==> src/rtl/inst_fetch_queue.sv <==
// Circular instruction buffer between IF and ID: holds {pc, pcp4, inst} per entry,
// presents the head combinationally and tags delay-slot heads across dequeues.
module inst_fetch_queue #(
  parameter int DEPTH = 4,
  parameter int AW    = 32,
  parameter int DW    = 32
) (
  input  logic                     clk,
  input  logic                     rst,
  input  logic                     flush,
  input  logic                     if_valid,
  output logic                     if_ready,
  input  logic [AW-1:0]            if_pc,
  input  logic [AW-1:0]            if_pcp4,
  input  logic [DW-1:0]            if_inst,
  input  logic                     id_ready,
  output logic                     id_valid,
  output logic [AW-1:0]            id_pc,
  output logic [AW-1:0]            id_pcp4,
  output logic [DW-1:0]            id_inst,
  input  logic                     id_isbranch,
  output logic                     id_inslot,
  output logic [$clog2(DEPTH):0]   count
);

  localparam int PW = $clog2(DEPTH);
  localparam int CW = PW + 1;
  localparam logic [PW-1:0] PTR_ONE = PW'(1);
  localparam logic [CW-1:0] CNT_ONE = CW'(1);
  localparam logic [CW-1:0] CNT_FULL = CW'(DEPTH);

  logic [AW-1:0] pc_mem   [DEPTH];
  logic [AW-1:0] pcp4_mem [DEPTH];
  logic [DW-1:0] inst_mem [DEPTH];

  logic [PW-1:0] wp_q, wp_d;
  logic [PW-1:0] rp_q, rp_d;
  logic [CW-1:0] count_q, count_d;
  logic          slot_q, slot_d;

  logic full, empty, push, pop;

  assign full     = (count_q == CNT_FULL);
  assign empty    = (count_q == '0);
  // Full rejects pushes regardless of a same-cycle pop, so if_ready never sees id_ready.
  assign if_ready = !full && !rst;
  assign id_valid = !empty;
  assign push     = if_valid && if_ready;
  assign pop      = id_valid && id_ready;

  assign id_pc     = empty ? '0 : pc_mem[rp_q];
  assign id_pcp4   = empty ? '0 : pcp4_mem[rp_q];
  assign id_inst   = empty ? '0 : inst_mem[rp_q];
  assign id_inslot = slot_q && id_valid;
  assign count     = count_q;

  always_comb begin
    wp_d    = wp_q;
    rp_d    = rp_q;
    count_d = count_q;
    slot_d  = slot_q;
    if (flush) begin
      wp_d    = '0;
      rp_d    = '0;
      count_d = '0;
      slot_d  = 1'b0;
    end else begin
      if (push) wp_d = wp_q + PTR_ONE;
      if (pop) begin
        rp_d   = rp_q + PTR_ONE;
        slot_d = id_isbranch;
      end
      case ({push, pop})
        2'b10:   count_d = count_q + CNT_ONE;
        2'b01:   count_d = count_q - CNT_ONE;
        default: count_d = count_q;
      endcase
    end
  end

  always_ff @(posedge clk) begin
    if (rst) begin
      wp_q    <= '0;
      rp_q    <= '0;
      count_q <= '0;
      slot_q  <= 1'b0;
    end else begin
      wp_q    <= wp_d;
      rp_q    <= rp_d;
      count_q <= count_d;
      slot_q  <= slot_d;
    end
  end

  // Entry storage carries no reset; empty-forcing on the head hides stale contents.
  for (genvar gi = 0; gi < DEPTH; gi++) begin : g_entry
    always_ff @(posedge clk) begin
      if (push && !flush && (wp_q == PW'(gi))) begin
        pc_mem[gi]   <= if_pc;
        pcp4_mem[gi] <= if_pcp4;
        inst_mem[gi] <= if_inst;
      end
    end
  end

endmodule

==> config.mk <==
export PLATFORM = sky130hd
export DESIGN_NAME = inst_fetch_queue
export DESIGN_NICKNAME = d
export VERILOG_FILES = /design/src/rtl/inst_fetch_queue.sv
export SDC_FILE = /design/constraint.sdc
export NUM_CORES = 1
export LEC_CHECK = 0
export ABC_AREA = 1
export CORE_AREA = 2 2 184 186
export DETAILED_ROUTE_END_ITERATION = 16
export DIE_AREA = 0 0 186 188
export PLACE_DENSITY = 0.75
export SLEW_MARGIN = 30
export SYNTH_ARGS = -nofsm -noshare
export SYNTH_HDL_FRONTEND = slang
export SYNTH_SLANG_ARGS = --single-unit
==> constraint.sdc <==
create_clock -name clk -period 8.5 [get_ports clk]
set_input_delay 1.7 -clock clk [delete_from_list [all_inputs] [get_ports clk]]
set_output_delay 1.7 -clock clk [all_outputs]
set_load 0.01 [all_outputs]
==> results.rst <==
.. list-table::
   :header-rows: 1

   * - Metric
     - Value
   * - Result of the run
     - finished, final reports clean
   * - Data required time of the critical path
     - 6.80 ns
   * - Cell types occupying the most area after synthesis
     - sky130_fd_sc_hd__edfxtp_1 75%, sky130_fd_sc_hd__nor2_1 9.7%, sky130_fd_sc_hd__o21ai_0 5.5%, sky130_fd_sc_hd__a21oi_1 3.3%, sky130_fd_sc_hd__dfxtp_1 1.3%
   * - Fraction of final layout cells with drive strength greater than 1
     - 0.0551
   * - Critical path peak fanout
     - between 50 and 60
   * - Level count of the clock H-tree
     - 2
   * - Share of the synthesized area in the top cell type
     - 0.750
   * - Max-Cap Viols
     - 0
   * - GRT Overall Usage
     - 0.198
   * - Highest Clock Rate
     - around 180 MHz
   * - Worst Tran Pin Value
     - between 0.9 and 1 ns
   * - Clock latency on the worst-skew pair
     - roughly 0.52 ns
   * - Type of the most critical hold path
     - register to register
   * - Number of nets in the layout
     - 1,510
   * - Beginning of the worst register-to-register path
     - count[1]
   * - Clock skew after layout
     - ~0.013 ns
   * - Number of primary I/O pins
     - between 200 and 250
   * - Clock Tree Buf Depth
     - 3
   * - Die H
     - between 150 and 200 um
   * - Final antenna diode count
     - 0
   * - Clock Tree Root
     - sky130_fd_sc_hd__clkbuf_16
   * - Setup repair after global routing missed its margin
     - false
   * - Number of remaining DRC errors
     - 0
   * - Buffers inserted during post-CTS setup optimization
     - 0
   * - Simple-Gate Fraction of Synth Area
     - 0.105
   * - Cell type with the largest total area after synthesis
     - sky130_fd_sc_hd__edfxtp_1
   * - Top library cells by usage in the layout, fill and taps aside
     - 393 x sky130_fd_sc_hd__nor2_1, 384 x sky130_fd_sc_hd__edfxtp_1, 203 x sky130_fd_sc_hd__clkdlybuf4s50_1
   * - CTS tree
     - yes
   * - Adder-Cell Fraction of Synth Area
     - 0.00537
   * - Number of instances in the synthesized netlist
     - roughly 1.2k
   * - Number of flip-flops and latches in the synthesized netlist
     - 394
   * - Net count after synthesis
     - 1,324
   * - TritonCTS Buffers
     - 40
   * - Mean Syn Cell Area
     - 12.6 um^2
   * - Leakage Power
     - about 6.3 nW
   * - Total die area
     - around 0.035 mm^2
   * - Number of detailed-route iterations in the first pass
     - 5
   * - Slew Limit Headroom
     - 0.361
   * - Hold-fix buffer count after cts
     - 0
   * - Global-route wire length before repair
     - roughly 54,000 um
   * - Final worst path period share
     - 0.662
   * - VDD IR max
     - ~0.16 mV
   * - Number of nets still failing antenna checks after routing
     - 0
   * - Distinct cells, synth
     - 19
   * - Xor/xnor share of the synthesized area
     - 0
   * - Number of gates given a new drive strength after cts
     - 0
   * - Half-perimeter wire length after detailed placement
     - 19,500 um
   * - Dominant combinational cell family by area after synthesis
     - simple AND/OR/NAND/NOR gates
   * - Number of cell rows
     - between 60 and 70
   * - Finish-stage setup viols
     - 0
   * - Horizontal die dimension
     - 186 um
   * - Power per standard cell area
     - approximately 210 mW/mm^2
   * - Register-to-Register Setup Slack
     - ~5.5 ns
   * - Final hold violation count
     - 0
   * - Final Max Tran Viols
     - 0
   * - Data arrival time of the worst path
     - slightly below 4 ns
   * - Compound-gate portion of the synthesized area
     - 0.0960
   * - Port Buffer Count
     - a little over 200
   * - Sum Neg Setup Slack
     - 0 ns
   * - Clock edge transition at the registers on the reported setup and hold paths
     - ~0.06 ns
   * - Vias in the first global route
     - between 9k and 10k
   * - Leading cell type in the layout, fill and taps excluded
     - sky130_fd_sc_hd__nor2_1
   * - Placer Congestion
     - around 0.75
   * - Area inside the core boundary
     - 0.0331 mm^2
   * - Delay of the slowest cell on the worst path
     - 0.82 ns
   * - DRC violation total after the first TritonRoute iteration
     - between 1k and 1.5k
   * - Crit path capture type
     - output pin
   * - Post-layout utilization of the core
     - 0.575
   * - DRT Wirelength
     - 34,400 um
   * - Number of vias per cell
     - between 5 and 6
   * - Cells along the critical path
     - clkinv_2 > buf_4 > nor2_1 > o21ai_0 > a21oi_1 > clkdlybuf4s50_1
   * - Initial antenna violation count
     - 3
   * - Setup CP Type
     - register to output pin
   * - Starting density of the core
     - 0.464
   * - Clk sink count
     - approximately 400
   * - Global-route congestion overflow total
     - 0
   * - Multiplexer share of the synthesized area
     - 0
   * - Hold wc startpoint
     - slot_q
   * - Highest-delay cell along the critical path
     - sky130_fd_sc_hd__clkinv_2
   * - Post-layout minimum cycle time
     - about 5.6 ns
   * - Portion of the post-synthesis area used by sequential elements
     - 0.763
   * - Largest net degree at the start of global routing
     - between 100 and 150
   * - Vias post-DR
     - ~9.9k
   * - Wire length per cell
     - 18.3 um
   * - Synth Warn #
     - 0
   * - Critical path launch point type
     - register
   * - Growth of design area from synthesis to finish
     - 23.8%
   * - Netlist area before placement
     - 0.0154 mm^2
-- worst max-delay path: cells and delay by family (launching register included) --
| family | cells | cell delay, ns |
|---|---|---|
| buffers and inverters | 3 | 2.03 |
| flip-flops | 1 | 0.79 |
| AO/OA/AOI/OAI | 2 | 0.27 |
| AND/OR/NAND/NOR | 1 | 0.20 |
-- metal layers --
metal | wire length, um | track usage | share of wire | up-vias
met5 | 22 | 0 | 0.00064 | -
met4 | 584 | 0.0518 | 0.017 | 4
met3 | 2730 | 0.0390 | 0.079 | 50
met2 | 16600 | 0.327 | 0.48 | 399
met1 | 14500 | 0.270 | 0.42 | 4739
li1 | - | - | - | 4669
-- state kept, by name (all words and copies together) (netlist names), named ones only --
register and cells:
inst_mem 128, pc_mem 128, wp_q 2, slot_q 1, count 3, pcp4_mem 128, rp_q 2
-- logic make-up (layout without fill, tap and decap cells) --
kind of cell / Yosys count / after routing
AO/OA/AOI/OAI: 295 / 295
adder cells (fa/ha/maj): 6 / 6
buffers and inverters: 97 / 314
flip-flops: 394 / 394
AND/OR/NAND/NOR: 424 / 424
-- per-stage QoR --
step | hold WS, ns | total power, mW | worst slack (ns) | std cells | instance area, um^2
after detailed placement | 0.486 | 2.45 | 3.35 | 1808 | 17800
final | 0.490 | 4.05 | 2.88 | 1881 | 19000
after global placement | 0.468 | 2.44 | 3.40 | 1805 | 17700
after floorplan | 0.454 | 2.30 | 1.80 | 1216 | 15400
after global routing | 0.528 | 4.17 | 2.61 | 1881 | 19000
after CTS | 0.497 | 4.07 | 2.80 | 1881 | 19000
-- where the power goes --
part | leakage (nW) | internal, mW | total (mW) | switching (mW)
sequential | 3.55 | 2.15 | 2.16 | 0.00819
clock | 0.603 | 0.948 | 1.64 | 0.691
combinational | 2.18 | 0.113 | 0.246 | 0.133
-- path summary, 6_finish.rpt --
check | cells past startpoint | to
worst max-delay path | 6 | id_pc[10]
worst min-delay path | 2 | slot_q
worst max register to register | 5 | inst_mem[2][28]
worst min register to register | 2 | slot_q
-- synthesized netlist by cell type --
master / instances
sky130_fd_sc_hd__buf_1: 1
sky130_fd_sc_hd__ha_1: 5
sky130_fd_sc_hd__a21oi_1: 102
sky130_fd_sc_hd__nand2_1: 18
sky130_fd_sc_hd__nand3_1: 4
sky130_fd_sc_hd__nor2_1: 397
sky130_fd_sc_hd__nand3b_1: 2
sky130_fd_sc_hd__inv_1: 21
sky130_fd_sc_hd__buf_2: 22
sky130_fd_sc_hd__o21ai_1: 23
sky130_fd_sc_hd__fa_1: 1
sky130_fd_sc_hd__clkbuf_1: 28
sky130_fd_sc_hd__buf_4: 22
sky130_fd_sc_hd__inv_2: 3
sky130_fd_sc_hd__nand2_2: 1
sky130_fd_sc_hd__o21ai_0: 170
sky130_fd_sc_hd__edfxtp_1: 384
sky130_fd_sc_hd__dfxtp_1: 10
sky130_fd_sc_hd__nand4_1: 2
-- layout make-up --
class | count | area (um^2)
tap | 448 | 561
clock inverter | 23 | 168
multi-input combinational | 725 | 3200
timing repair buffer | 217 | 2210
clock buffer | 50 | 1060
inverter | 24 | 95.1
fill | 2615 | 14100
sequential | 394 | 11700
No activity file was read; power rests on OpenSTA's default activity.
